## config.mk

```make
export PLATFORM = sky130hd
export DESIGN_NAME = uart_tx_engine
export DESIGN_NICKNAME = d
export VERILOG_FILES = /design/src/rtl/apb_uart_pkg.sv /design/src/rtl/uart_baud_tick.sv /design/src/rtl/uart_tx_engine.sv
export SDC_FILE = /design/constraint.sdc
export NUM_CORES = 1
export LEC_CHECK = 0
export ABC_AREA = 1
export CORE_ASPECT_RATIO = 1.75
export CORE_MARGIN = 5
export CORE_UTILIZATION = 45
export DETAILED_ROUTE_END_ITERATION = 8
export PLACE_DENSITY = 0.65
export SLEW_MARGIN = 20
export SYNTH_ARGS = -nofsm -noshare
export SYNTH_HDL_FRONTEND = slang
export SYNTH_SLANG_ARGS = --single-unit
```

## constraint.sdc

```tcl
create_clock -name clk_i -period 3.75 [get_ports clk_i]
set_input_delay 0.375 -clock clk_i [delete_from_list [all_inputs] [get_ports clk_i]]
set_output_delay 0.375 -clock clk_i [all_outputs]
set_load 0.005 [all_outputs]
```

## src/rtl/apb_uart_pkg.sv

```systemverilog
// rtl/apb_uart_pkg.sv - shared UART types: frame config fields and TX FSM states
//
// Purpose: common widths, the cfg_reg_t field set and the TX engine state enum,
//          shared by the TX engine, the baud tick counter and the RX engine.
// Ports:   none (package)

package apb_uart_pkg;

  localparam int unsigned DATA_W = 8;
  localparam int unsigned DIV_W  = 32;

  // Frame configuration fields as held in the CFG register.
  typedef struct packed {
    logic extra_stop_bits;  // 1 = two stop bits
    logic parity_type;      // 0 = even, 1 = odd
    logic parity_en;
  } cfg_reg_t;

  typedef enum logic [2:0] {
    IDLE   = 3'd0,
    START  = 3'd1,
    DATA   = 3'd2,
    PARITY = 3'd3,
    STOP1  = 3'd4,
    STOP2  = 3'd5
  } tx_state_e;

endpackage

```

## src/rtl/uart_baud_tick.sv

```systemverilog
// rtl/uart_baud_tick.sv - bit-period down-counter producing one tick per bit
//
// Purpose: holds a latched divider and counts it down while enabled; tick is
//          high on the last cycle of each bit period (div+1 enabled cycles).
// Ports:   clk   - clock
//          rst_n - asynchronous active-low reset
//          load  - latch div and restart the period
//          div   - bit period minus one
//          en    - count enable; when low the counter is frozen
//          tick  - last enabled cycle of the current bit period

module uart_baud_tick
  import apb_uart_pkg::*;
(
  input  logic             clk,
  input  logic             rst_n,
  input  logic             load,
  input  logic [DIV_W-1:0] div,
  input  logic             en,
  output logic             tick
);

  logic [DIV_W-1:0] div_q;
  logic [DIV_W-1:0] cnt;

  // Counting down to zero and reloading avoids computing div+1, so the
  // all-ones divider cannot overflow.
  assign tick = en && (cnt == '0);

  always_ff @(posedge clk or negedge rst_n) begin
    if (!rst_n) begin
      div_q <= '0;
      cnt   <= '0;
    end else if (load) begin
      div_q <= div;
      cnt   <= div;
    end else if (tick) begin
      cnt   <= div_q;
    end else if (en) begin
      cnt   <= cnt - DIV_W'(1);
    end
  end

endmodule

```

## src/rtl/uart_tx_engine.sv

```systemverilog
// rtl/uart_tx_engine.sv - UART transmit engine: pops a byte and serialises a frame
//
// Purpose: start bit, 8 data bits LSB first, optional parity, one or two stop
//          bits. Divider and config are latched per frame at the FIFO pop.
// Ports:   clk_i          - clock
//          arst_ni        - asynchronous active-low reset
//          clk_en_i       - UART enable; low freezes a frame in progress
//          clk_div_i      - bit period minus one
//          parity_en_i    - parity bit enable
//          parity_type_i  - 0 = even, 1 = odd
//          extra_stop_i   - 1 = two stop bits
//          data_i         - byte at the TX FIFO head
//          data_valid_i   - TX FIFO not empty
//          data_ready_o   - TX FIFO pop strobe
//          tx_o           - serial line, idle high
//          busy_o         - frame in progress

module uart_tx_engine
  import apb_uart_pkg::*;
(
  input  logic              clk_i,
  input  logic              arst_ni,
  input  logic              clk_en_i,
  input  logic [DIV_W-1:0]  clk_div_i,
  input  logic              parity_en_i,
  input  logic              parity_type_i,
  input  logic              extra_stop_i,
  input  logic [DATA_W-1:0] data_i,
  input  logic              data_valid_i,
  output logic              data_ready_o,
  output logic              tx_o,
  output logic              busy_o
);

  tx_state_e         state;
  logic [DATA_W-1:0] data_q;
  cfg_reg_t          cfg_q;
  logic [2:0]        bit_idx;
  logic              handshake;
  logic              baud_en;
  logic              tick;

  // Gated by reset so no pop can be advertised while reset is held.
  assign data_ready_o = arst_ni && clk_en_i && (state == IDLE);
  assign handshake    = data_valid_i && data_ready_o;
  assign baud_en      = clk_en_i && (state != IDLE);

  uart_baud_tick u_baud_tick (
    .clk   (clk_i),
    .rst_n (arst_ni),
    .load  (handshake),
    .div   (clk_div_i),
    .en    (baud_en),
    .tick  (tick)
  );

  always_ff @(posedge clk_i or negedge arst_ni) begin
    if (!arst_ni) begin
      state   <= IDLE;
      data_q  <= '0;
      cfg_q   <= '0;
      bit_idx <= '0;
      tx_o    <= 1'b1;
      busy_o  <= 1'b0;
    end else begin
      case (state)
        IDLE: begin
          if (handshake) begin
            data_q                <= data_i;
            cfg_q.parity_en       <= parity_en_i;
            cfg_q.parity_type     <= parity_type_i;
            cfg_q.extra_stop_bits <= extra_stop_i;
            bit_idx               <= '0;
            tx_o                  <= 1'b0;
            busy_o                <= 1'b1;
            state                 <= START;
          end
        end
        START: begin
          if (tick) begin
            tx_o  <= data_q[0];
            state <= DATA;
          end
        end
        DATA: begin
          if (tick) begin
            // Index wraps 7 -> 0, leaving it ready for the next frame.
            bit_idx <= bit_idx + 3'd1;
            if (bit_idx == 3'd7) begin
              if (cfg_q.parity_en) begin
                // Even: XOR of data bits; odd: XNOR.
                tx_o  <= (^data_q) ^ cfg_q.parity_type;
                state <= PARITY;
              end else begin
                tx_o  <= 1'b1;
                state <= STOP1;
              end
            end else begin
              tx_o <= data_q[bit_idx + 3'd1];
            end
          end
        end
        PARITY: begin
          if (tick) begin
            tx_o  <= 1'b1;
            state <= STOP1;
          end
        end
        STOP1: begin
          if (tick) begin
            tx_o <= 1'b1;
            if (cfg_q.extra_stop_bits) begin
              state <= STOP2;
            end else begin
              busy_o <= 1'b0;
              state  <= IDLE;
            end
          end
        end
        STOP2: begin
          if (tick) begin
            tx_o   <= 1'b1;
            busy_o <= 1'b0;
            state  <= IDLE;
          end
        end
        default: begin
          tx_o   <= 1'b1;
          busy_o <= 1'b0;
          state  <= IDLE;
        end
      endcase
    end
  end

endmodule
```

## Yosys cells after proc, flatten, opt, wreduce, memory -nomap -nowiden

Index checks and enable logic that the tools add are counted.

- Register bits: 83
- Input port bits: 47
- Memories: 0
- Bits in read-only memories: 0
- Latch bits: 0
- RAM bits: 0

- Bitwise operators: 2
- Reductions and logical operators: 18
- Divide/modulo/power cells: 0
- Multiply operators: 0
- Order comparisons: 1
- Equal/unequal tests: 15
- Muxes and demuxes: 30
- Add/subtract/negate cells: 2
- Shift-type cells: 0

Operators with widths:

| kind | count |
|---|---|
| $mux 32 | 3 |
| $mux 3 | 11 |
| $logic_not 32->1 | 1 |
| $sub 32x1->32 const B | 1 |
| $pmux 3 s6 | 1 |
| $ne 2x2->1 const B | 8 |
| $mux 1 | 11 |
| $eq 3x3->1 const B | 3 |
| $pmux 1 s4 | 2 |
| $reduce_xor 8->1 | 1 |
| $reduce_and 7->1 | 1 |
| $eq 3x2->1 const B | 2 |
| $pmux 3 s2 | 1 |
| $reduce_bool 3->1 | 2 |
| $reduce_or 3->1 | 2 |
| $logic_and 1x1->1 | 5 |
| $reduce_and 5->1 | 1 |
| $lt 3x4->1 const B | 1 |
| $reduce_and 4->1 | 1 |
| $add 3x1->3 const B | 1 |
| $bmux 1 s3 | 1 |
| $eq 3x1->1 const B | 1 |
| $logic_not 3->1 | 1 |
| $reduce_and 3->1 | 1 |
| 5 further kinds | 5 |

## Depth between registers and ports, before layout

- Word-level depth: 6
- Mapped depth: 12
- Gate-level depth less buffers: 12

## Hierarchy

Synthesis repeated with hierarchy kept, for this count alone.

- Cell total of the unflattened synthesis: 694
- Area, all modules: 5018.6 sq um

Modules (own cells, without submodules):

| module | times used | cells each | area an instance (sq um) | seq. area each (sq um) |
|---|---|---|---|---|
| uart_baud_tick | 1 | 541 | 3853.7 | 1601.5 |
| uart_tx_engine | 1 | 153 | 1164.9 | 476.7 |

## Least setup slack after synthesis

No wires, ideal clock.

- Kind: flip-flop to flip-flop
- From: reg u_baud_tick.cnt[0]
- To: reg u_baud_tick.cnt[13]
- Path slack: 2.099 ns
- Library setup time: 0.117 ns
- Period minus slack after synthesis: 1.651 ns
- Buffers on the path: 0
- Arrival: 1.535 ns
- Data required time: 3.633 ns
- Stages on the path, launching flop included: 12
- Cells stage by stage: dfrtp_1 -> inv_1 -> ha_1 -> nand2_2 -> nor2_4 -> nand3_1 -> nor2_4 -> nor2_4 -> nand2_1 -> nand2_1 -> nor2_1 -> nor2_1

- Cells in the longest elaborated chain, start to end: 4
- Elaborated cells on any way between the ends: 7

RTL lines:

| item | line | source |
|---|---|---|
| start, declared | uart_baud_tick.sv:24 | `logic [DIV_W-1:0] cnt;` |
| start signal, assigned | uart_baud_tick.sv:36 | `cnt <= div;` |
| start signal, assigned | uart_baud_tick.sv:38 | `cnt <= div_q;` |
| start signal, assigned | uart_baud_tick.sv:40 | `cnt <= cnt - DIV_W'(1);` |
| $sub 32x1->32 / $logic_not 32->1 (equally long branches) | uart_baud_tick.sv:40, uart_baud_tick.sv:28 |  |
| $mux 32 / $logic_and 1x1->1 (equally long branches) | uart_baud_tick.sv:39, uart_baud_tick.sv:28 |  |
| $mux 32 | uart_baud_tick.sv:37 | `end else if (tick) begin` |
| $mux 32 | uart_baud_tick.sv:34 | `end else if (load) begin` |

Parallel ways exist; a longest one is shown, timed or not. The select of a mux whose other input is x is not followed.
A chain may end at the register's enable or synchronous reset.

## Worst setup path in the final report

- From: in arst_ni
- To: reg u_baud_tick.cnt[19]

- Cells in the longest elaborated chain, start to end: 4
- Elaborated cells on any way between the ends: 5

RTL lines:

| item | line | source |
|---|---|---|
| start, declared | uart_tx_engine.sv:22 | `input logic arst_ni,` |
| $logic_and 1x1->1 * (2 in series) | uart_tx_engine.sv:44 | `assign data_ready_o = arst_ni && clk_en_i && (state == IDLE);` |
| $logic_and 1x1->1 * | uart_tx_engine.sv:45 | `assign handshake = data_valid_i && data_ready_o;` |
| $reduce_bool 3->1 (no line) / $mux 32 (equally long branches) | -- |  |

Every way passes the cells marked *; elsewhere a longest branch is shown, timed or not.

==> impl_metrics.json <==
{
  "cts-root-to-sink-buffers": 2,
  "timing.critical_path.from": "arst_ni",
  "min-delay-path-class": "input pin to async pin",
  "die_area_sq_um": 13870,
  "final_core_util": 0.5234,
  "standard_cell_area_after_detailed_placement_sq_um": 5714,
  "num-fill-cells": 1154,
  "std_cell_rows": 52,
  "maxSlewViolCount": 0,
  "io_buffers": 49,
  "final_antenna_net_count": 0,
  "detail_route.first_pass.iterations": 5,
  "antennaDiodeCount": 0,
  "final_layout_size_suffix_gt1_frac": 0.08861,
  "r2r_setup_slack_ps": 1580,
  "routed-via-count": 4678,
  "avgRoutedWirePerCell_microns": 13.97,
  "final-seq-area_sq_um": 2078,
  "cts_made_buffers": 9,
  "netlist_top_cells_area": "dfrtp_1 (40%), nand2_1 (16%), nor2_1 (7.2%), inv_1 (6.9%), o21ai_0 (5.1%)",
  "multi_input_comb_area_sq_um": 2567,
  "synthDominantCellAreaShare": 0.3953,
  "critical_path.reg2reg.startpoint": "u_baud_tick.cnt[0]",
  "die_height_microns": 152.1,
  "worst-path-buf-inv": 3,
  "rsz_0062_raised_after_global_routing": "no",
  "final_cell_area_sq_um": 5993,
  "crit_path_end_kind": "flip-flop",
  "nNetsFinal": 836,
  "syn2layout_area_growth_pct": 15.45,
  "max_freq_ghz": 0.3955,
  "gr-usage-all-layers": 0.1931,
  "yosysMostFrequentCell": "nand2_1",
  "synth_area_leader_cell": "dfrtp_1",
  "critPathMaxFanout": 33,
  "postSynth.asyncResetShare": 1.000,
  "vias_per_cell": 5.057,
  "status": "finished, final reports clean",
  "finalCriticalPeriod_ps": 2529,
  "criticalPathCategory": "input pin to flip-flop",
  "placeableCoreArea_sq_um": 11450,
  "ir_drop_v": 0.0003032,
  "clk_pin_slew_ps": 60,
  "cp.required_ps": 3990,
  "ys.warnings.count": 0,
  "count_of_h_tree_levels_built_during_cts": 3,
  "setup_viol": 0,
  "post_synth_num_cell_types": 37,
  "place_inst": 909,
  "reg2reg_to": "bit_idx[2]",
  "worstSetupStartpointType": "input pin",
  "critPathArrivalTime_ps": 2760,
  "totalNegativeSetupSlack_ps": 0,
  "final.setup.worst_slack_ps": 1221,
  "grt_overflow_total": 0,
  "cap_violations": 0,
  "largest_net_degree_at_the_start_of_global_routing": 61,
  "power_density_nw_per_um2": 677.9,
  "clock-skew-final_ps": 8.864,
  "place.gp.congestion": 0.9919,
  "grt_antenna_before_repair": 0,
  "mapped_cell_area_sq_um": 5191,
  "die_x_microns": 91.19,
  "post-route-drc-count": 0,
  "tritoncts": "done",
  "cts_num_sinks": 83,
  "place_worst_setup_slack_ps": 1215,
  "synth_common_cells": "nand2_1 (228), nor2_1 (99), inv_1 (95)",
  "routed_wirelength_microns": 12920,
  "worst_path_dominant_cell_family": "buffers and inverters",
  "design.portCount": 50,
  "synth_seq_cells": 83,
  "fin_crit_sh": 0.6743,
  "cts-hold-fix-buffers": 1,
  "cts_setup_buffers": 0,
  "synth.avg_cell_area_sq_um": 6.996,
  "finalHoldViolCount": 0,
  "effective_utilization_at_floorplan": 0.4533,
  "p_leak_uw": 0.002956,
  "tightest_slew_ps": 774.8,
  "timing.max_slew.rel_slack": 0.4835,
  "synth-main-ff-cell": "dfrtp_1",
  "reg2reg_depth": 9,
  "cp_slowest_stage_delay_ps": 520,
  "synth.yosys.seq_area_share": 0.4003,
  "synth_enable_flop_cells": 0,
  "global_route_wire_length_before_repair_microns": 21850,
  "synth_cells": 742,
  "synthesized_nets": 792,
  "hpwl_microns": 9522,
  "clock_root_buffer": "clkbuf_16",
  "instances_no_fill": 925,
  "clock_latency_of_the_later_clocked_register_in_the_worst_skew_pair_ps": 350,
  "post_cts_resized": 0,
  "vias_in_the_first_global_route": 4674,
  "crit_slowest_cell": "dlygate4sd3_1",
  "timing.critical_path.cells": "dlygate4sd3_1 > buf_4 > nand2_1 > nor2_4 > nand2_4 > nand2_2 > buf_4 > nand2_1 > o21bai_1 > nor2_1 > nor2_1",
  "detailedRoute.firstIterationViolations": 252
}
[cell usage in the layout (no fill, tap or decap), types with 8 or more instances in the layout]
cell and count:
nand3_1 28, nor2_2 9, a21oi_1 35, clkdlybuf4s50_1 48, o21ai_0 53, dfrtp_1 82
inv_1 95, nand2_2 8, nand2_1 228, nor2_1 99, clkbuf_16 9, xor2_1 12
[area by class of cell]
type,count,share of cell area
Clock inverter,5,0.005010
Clock buffer,10,0.03987
Inverter,101,0.06367
Sequential cell,83,0.3468
Tap cell,135,0.02818
Timing Repair Buffer,54,0.08810
Multi-Input combinational cell,537,0.4284
[state kept, by name, indices dropped and copies added (netlist names)]
register           flops
busy_o                 1
u_baud_tick.cnt       32
state                  3
tx_o                   1
bit_idx                3
data_q                 8
cfg_q                  3
u_baud_tick.div_q     32
[metal layers]
layer	track usage	up-vias	part of all wire
met4	0.08881	0	0.041
li1	-	2392	-
met3	0.04057	32	0.040
met1	0.2145	2152	0.39
met5	0	-	0
met2	0.3455	102	0.53
[how the worst max path moves through the flow]
stage | endpoint | slack (ps) | cells past startpoint
floorplan | u_baud_tick.cnt[13] | 2100 | 11
global placement | u_baud_tick.cnt[19] | 1280 | 10
detailed placement | u_baud_tick.cnt[19] | 1220 | 10
CTS | u_baud_tick.cnt[19] | 1160 | 11
global route | u_baud_tick.cnt[19] | 970 | 11
finish | u_baud_tick.cnt[19] | 1220 | 11
[kinds of logic after synthesis]
kind of cell | share of synthesized area
AO/OA/AOI/OAI | 0.1246
XOR/XNOR | 0.02699
adder cells (fa/ha/maj) | 0.007231
buffers and inverters | 0.1051
flip-flops | 0.4003
AND/OR/NAND/NOR | 0.3357
[per-stage QoR]
stage / power [uW] / hold WS [ps]
after floorplan: 2829 / 79.41
after global placement: 3192 / 309.5
after detailed placement: 3257 / 318.1
after CTS: 4099 / 477.0
after global routing: 4424 / 501.1
final: 4063 / 472.3
[power by group]
part	total, uW	leakage [uW]	internal, uW	switching (uW)
logic	1640	0.00185	661	981
clock network	822	0.000130	459	363
registers	1600	0.000973	1300	300
total	4060	0.00296	2420	1640
Power figures use the tool's default switching activity.
